<file path="src/rtl/nibble_stack_writer_pkg.sv">
// Shared opcode encodings and size defaults for the nibble stack and the opcode decoder.
// Pure declarations: no logic, no latency, no flow control.
package nibble_stack_writer_pkg;

  localparam int WIDTH_DEF = 4;
  localparam int DEPTH_DEF = 8;

  typedef enum logic [1:0] {
    OP_NOP     = 2'b00,
    OP_PUSH    = 2'b01,
    OP_POP     = 2'b10,
    OP_REPLACE = 2'b11
  } op_e;

endpackage

</file>
<file path="src/rtl/nibble_stack_writer_slot_reg.sv">
// One stack slot: WIDTH-bit register with synchronous load and zero (zero wins).
// Latency 1; no backpressure, updates whenever an enable is high.
module nibble_slot_reg #(
  parameter int WIDTH = 4
) (
  input  logic             clk,
  input  logic             reset,
  input  logic             load,
  input  logic             zero,
  input  logic [WIDTH-1:0] load_dat,
  output logic [WIDTH-1:0] q
);

  logic [WIDTH-1:0] val_d;
  logic [WIDTH-1:0] val_q;

  always_comb begin
    val_d = val_q;
    if (zero) begin
      val_d = '0;
    end else if (load) begin
      val_d = load_dat;
    end
  end

  always_ff @(posedge clk or posedge reset) begin
    if (reset) begin
      val_q <= '0;
    end else begin
      val_q <= val_d;
    end
  end

  assign q = val_q;

endmodule

</file>
<file path="src/rtl/nibble_stack_writer.sv">
// LIFO of WIDTH-bit values in DEPTH slots, every slot exposed; push/pop/replace/clear.
// Latency 1 (state visible the cycle after the command); never stalls, one command per cycle.
module nibble_stack_writer
  import nibble_stack_writer_pkg::*;
#(
  parameter int WIDTH = WIDTH_DEF,
  parameter int DEPTH = DEPTH_DEF,
  parameter int PTR_W = $clog2(DEPTH)
) (
  input  logic                   clk,
  input  logic                   reset,
  input  logic                   cmd_valid,
  input  logic [1:0]             cmd_op,
  input  logic [WIDTH-1:0]       cmd_data,
  input  logic                   clear,
  output logic [DEPTH*WIDTH-1:0] slots,
  output logic [WIDTH-1:0]       top,
  output logic [PTR_W-1:0]       top_idx,
  output logic [PTR_W:0]         depth,
  output logic                   empty,
  output logic                   full,
  output logic                   overflow,
  output logic                   underflow
);

  localparam logic [PTR_W:0] DEPTH_ONE  = {{PTR_W{1'b0}}, 1'b1};
  localparam logic [PTR_W:0] DEPTH_FULL = (PTR_W+1)'(DEPTH);

  generate
    if (DEPTH < 2 || (DEPTH & (DEPTH - 1)) != 0 || (1 << PTR_W) != DEPTH) begin : g_bad_depth
      $error("nibble_stack_writer: DEPTH must be a power of two >= 2 with PTR_W = log2(DEPTH)");
    end
  endgenerate

  logic [PTR_W:0] depth_d;
  logic [PTR_W:0] depth_q;
  logic           overflow_d;
  logic           overflow_q;
  logic           underflow_d;
  logic           underflow_q;

  logic           push_ok;
  logic           pop_ok;
  logic           replace_ok;
  logic [PTR_W:0] depth_m1;

  logic [WIDTH-1:0] slot_val [DEPTH];

  assign empty    = (depth_q == '0);
  assign full     = (depth_q == DEPTH_FULL);
  assign depth_m1 = depth_q - DEPTH_ONE;

  always_comb begin
    push_ok     = 1'b0;
    pop_ok      = 1'b0;
    replace_ok  = 1'b0;
    depth_d     = depth_q;
    overflow_d  = overflow_q;
    underflow_d = underflow_q;

    if (clear) begin
      depth_d     = '0;
      overflow_d  = 1'b0;
      underflow_d = 1'b0;
    end else if (cmd_valid) begin
      case (op_e'(cmd_op))
        OP_PUSH: begin
          if (full) begin
            overflow_d = 1'b1;
          end else begin
            push_ok = 1'b1;
            depth_d = depth_q + DEPTH_ONE;
          end
        end
        OP_POP: begin
          if (empty) begin
            underflow_d = 1'b1;
          end else begin
            pop_ok  = 1'b1;
            depth_d = depth_m1;
          end
        end
        OP_REPLACE: begin
          if (empty) begin
            underflow_d = 1'b1;
          end else begin
            replace_ok = 1'b1;
          end
        end
        default: begin
        end
      endcase
    end
  end

  always_ff @(posedge clk or posedge reset) begin
    if (reset) begin
      depth_q     <= '0;
      overflow_q  <= 1'b0;
      underflow_q <= 1'b0;
    end else begin
      depth_q     <= depth_d;
      overflow_q  <= overflow_d;
      underflow_q <= underflow_d;
    end
  end

  // Push writes the slot at depth; replace and pop act on the current top (depth-1).
  generate
    for (genvar i = 0; i < DEPTH; i++) begin : g_slot
      logic slot_load;
      logic slot_zero;

      assign slot_load = (push_ok    && depth_q  == (PTR_W+1)'(i)) ||
                         (replace_ok && depth_m1 == (PTR_W+1)'(i));
      assign slot_zero = clear || (pop_ok && depth_m1 == (PTR_W+1)'(i));

      nibble_slot_reg #(
        .WIDTH (WIDTH)
      ) u_slot (
        .clk      (clk),
        .reset    (reset),
        .load     (slot_load),
        .zero     (slot_zero),
        .load_dat (cmd_data),
        .q        (slot_val[i])
      );

      assign slots[i*WIDTH +: WIDTH] = slot_val[i];
    end
  endgenerate

  assign top_idx   = empty ? '0 : depth_m1[PTR_W-1:0];
  assign top       = empty ? '0 : slot_val[top_idx];
  assign depth     = depth_q;
  assign overflow  = overflow_q;
  assign underflow = underflow_q;

endmodule

</file>
<file path="config.mk">
export PLATFORM = sky130hd
export DESIGN_NAME = nibble_stack_writer
export DESIGN_NICKNAME = d
export VERILOG_FILES = /design/src/rtl/nibble_stack_writer_pkg.sv /design/src/rtl/nibble_stack_writer_slot_reg.sv /design/src/rtl/nibble_stack_writer.sv
export SDC_FILE = /design/constraint.sdc
export NUM_CORES = 1
export LEC_CHECK = 0
export ABC_AREA = 1
export ABC_CLOCK_PERIOD_IN_PS = 2600
export CAP_MARGIN = 20
export CORE_MARGIN = 2
export CORE_UTILIZATION = 40
export CTS_CLUSTER_DIAMETER = 100
export DETAILED_ROUTE_END_ITERATION = 7
export PLACE_DENSITY = 0.67
export SYNTH_ARGS = -nofsm -noshare
export SYNTH_HDL_FRONTEND = slang
export SYNTH_SLANG_ARGS = --single-unit
export TNS_END_PERCENT = 100
</file>
<file path="constraint.sdc">
create_clock -name clk -period 2.6 [get_ports clk]
set_input_delay 0.78 -clock clk [delete_from_list [all_inputs] [get_ports clk]]
set_output_delay 0.78 -clock clk [all_outputs]
set_load 0.05 [all_outputs]
</file>
==> results of run 1 <==
[how the worst min path moves through the flow]
stage	to	depth (start not counted)
3_5_place_dp	overflow$_DFFE_PP0P_	2
6_report	overflow$_DFFE_PP0P_	2
5_1_grt	underflow$_DFFE_PP0P_	2
3_3_place_gp	overflow$_DFFE_PP0P_	2
2_1_floorplan	underflow$_DFFE_PP0P_	2
4_1_cts	overflow$_DFFE_PP0P_	2
[area by class of cell]
cell class	instances	area [um^2]	area share (%)
Multi-Input combinational cell	261	1597	42.21
Sequential cell	38	958.4	25.34
Timing Repair Buffer	80	854.6	22.59
Inverter	29	136.4	3.606
Tap cell	75	93.84	2.481
Clock buffer	6	82.58	2.183
Clock inverter	2	60.06	1.588
[cell usage in the layout (no fill, tap or decap), types with 6 or more instances in the layout]
cell and count:
nor2_2 17, nand2_1 95, inv_1 16, dfrtp_1 34, inv_2 9, nand3_2 25
nor2_4 10, nor2_1 28, clkbuf_8 6, buf_12 10, nand2_2 10, nand3_1 37
nand4_1 8, buf_4 20, nand2_4 6, clkdlybuf4s50_1 47
[tightest hold or removal path: stages, from the launching register on]
cell     delay [ns]
dfrtp_1        0.36
a21oi_1        0.05
nor2_1         0.08
[metal layers]
metal,up-vias,part of all wire [%],track usage (%),wire [um]
li1,1240,-,-,-
met1,1272,46,33.33,3579
met2,75,47,38.71,3638
met3,14,4.7,3.913,362
met4,0,1.6,8.852,127
met5,-,0,0,0
[flip-flops by register name, indices dropped and copies added (netlist names)]
name,cells
depth,4
g_slot.u_slot.q,32
overflow,1
underflow,1
[stage by stage]
stage	setup WS, ns	hold WS [ns]
finish	-0.0007307	0.5158
global route	-0.06543	0.5453
CTS	-0.01185	0.5242
detailed placement	0.1001	0.5059
global placement	0.1492	0.4907
floorplan	-0.08406	0.7506
[cells by family (layout without fill, tap and decap cells)]
logic type,after synthesis,count (layout),synth area share (%)
adder cells (fa/ha/maj),6,6,3.038
AO/OA/AOI/OAI,11,11,3.190
buffers and inverters,37,117,6.633
XOR/XNOR,3,3,1.063
AND/OR/NAND/NOR,240,241,47.60
flip-flops,38,38,38.48
[synth_stat cells]
cell      instances  area, um^2
buf_6             1       11.26
xor2_1            3       26.28
nor2_1           29       108.9
inv_2             8       30.03
o211ai_1          2       15.01
dfrtp_1          38       950.9
nand2_2           1       6.260
o21ai_0           4       20.02
buf_2             4       20.02
buf_1             1       3.750
inv_1            19       71.32
nand4_4           2       42.54
o21ai_4           1       16.27
nand3_2           1       10.01
nor2_2           17       106.4
inv_4             2       12.51
nand2_1         110       412.9
o21ai_2           2       17.52
ha_1              6       75.07
nand4_2           1       12.51
nand2_4           1       11.26
nand4_1           8       50.05
nand3_1          61       305.3
nor2_8            1       20.02
a21oi_1           2       10.01
nor2_4            8       90.09
buf_4             2       15.01
[power by group through the flow]
stage | logic [uW] | registers [uW] | clock network [uW]
final | 565 | 608 | 636
after global routing | 597 | 609 | 663
after CTS | 556 | 608 | 637
after detailed placement | 483 | 620 | 0
after global placement | 479 | 620 | 0
after floorplan | 283 | 652 | 0
[what timing repair did]
action                                  in CTS  in global routing
hold buffers                                 0                  0
gates resized for setup                     21                  9
gates cloned                                 1                  0
pin swaps                                   15                  9
endpoints found under the setup margin       5                  4
buffers inserted                            12                  0
hold endpoints to repair                     0                  0
==> results.yml, run 1 <==
worst_setup_path:
  reg2regPathDepth: 10
  cp_data_required_time_ns: 1.82
  rrSetupSlack_ns: 0.85
  timing.rr.start: "depth[2]$_DFFE_PP0P_"
  startpoint: "depth[0]$_DFFE_PP0P_"
  critical-path-top-delay-family: "simple AND/OR/NAND/NOR gates"
  critical_path_class: "reg -> out"
  crit_top_cell: "nand3_2"
  start_kind: "flop"
  cpPeakStageDelay_ns: 0.44
  crit_arrival_ns: 1.82
  endpoint: "top[3]"
  cp_max_fo: 5
  reg2reg_to: "g_slot[0].u_slot.q[0]$_DFFE_PP0P_"
  worst-path-stages: 11
  slowest_stage: "dfrtp_4"
  crit_buf_inv: 4
  crit_path_end_kind: "output pin"
  crit_chain: "inv_6, ha_4, nand2_8, inv_12, nor2_8, buf_6, nand2_2, nand3_2, nand3_2, nand2_4, buf_12"
routing:
  drc: 0
  via_per_inst: 5.297
  first_iter_violations: 186
  firstDrtPassIters: 4
  routedWlPerCell_um: 15.70
  postRouteAntennaNets: 0
  vias: 2601
  routed_wl_um: 7707
floorplanning:
  num_rows: 28
  die_h_um: 82.60
  ios: 57
  dieArea_um2: 6823
  core_um2: 5956
  die_w_um: 82.60
  start_util_pct: 41.49
place:
  numPlacedInstances: 470
  io_buffer_count: 56
  place_congestion: 0.9176
  dpl_cell_area_um2: 3432
  dpl.hpwl_um: 5714
sta:
  slew_viol_final: 0
  hold_viol: 0
  clock_skew_ns: 0.01183
  slew_headroom_pct: 58.70
  min_period_ns: 2.601
  tightest_slew_ns: 0.6187
  finalSetupViolations: 1
  fin_crit_sh_pct: 100.0
  max_freq_mhz: 384.5
  rsz0062_at_grt: "true"
  timing.final.ws_setup_ns: -0.0007307
  fin_setup_tns_ns: -0.0007307
final_layout:
  final_util_pct: 63.51
  fillers: 529
  fin_nets: 431
  drive_above_1_share_pct: 32.69
  fin_area_um2: 3782
  area_delta_synth_final_pct: 53.06
  instances_no_fill: 491
  diodes: 0
job:
  drv_cap: 0
synthesis:
  netlist-cell-type-count: 27
  syn_area_um2: 2471
  yosys_warnings: 0
  synthesis.nets: 351
  netlist_instances: 335
  ys_seq_elements: 38
  avgSynthCellArea_um2: 7.376
  synth_seq_area_share_pct: 38.48
grt:
  grt_pass1_vias: 2450
  grt_max_degree: 23
  grt_pass1_wl_um: 12330
  grt-ovfl-total: 0
  grt_use_total_pct: 24.31
  antenna_found_initial: 0
clock_network:
  cts_tree: "done"
  clkSinkCount: 38
  cts_max_level: 2
  clk_latency_ns: 0.30
  cts_made_buffers: 5
  clockBufferDepth: 2
  clock-root-buffer: "clkbuf_8"
  cts.reportedPaths.clkPinSlew_ns: 0.07
pwr:
  p_switching_uw: 579.8
  ir_worst_vdd_mv: 0.2281
  intPower_uw: 1230
  power_frac_comb_pct: 31.2
  p_sw_share_pct: 32.03
  p_per_area_nw_per_um2: 478.6
  power_frac_seq_pct: 33.6
  clock_power_share_pct: 35.2
  power_leakage_uw: 0.001809
  p_total_uw: 1810
hold_path:
  min-delay-start: "overflow$_DFFE_PP0P_"
  min_path_type: "reg -> reg"
status:
  status: "finished with violations"
  violations: "negative setup slack"
(Power assumes the default switching activity.)
==> run 2, diff against run 1 <==
Settings changed: CAP_MARGIN 20 to unset, SLEW_MARGIN set to 15.
==> results of run 2 <==
No change in the layout: final DEF, timing and power equal those of run 1.
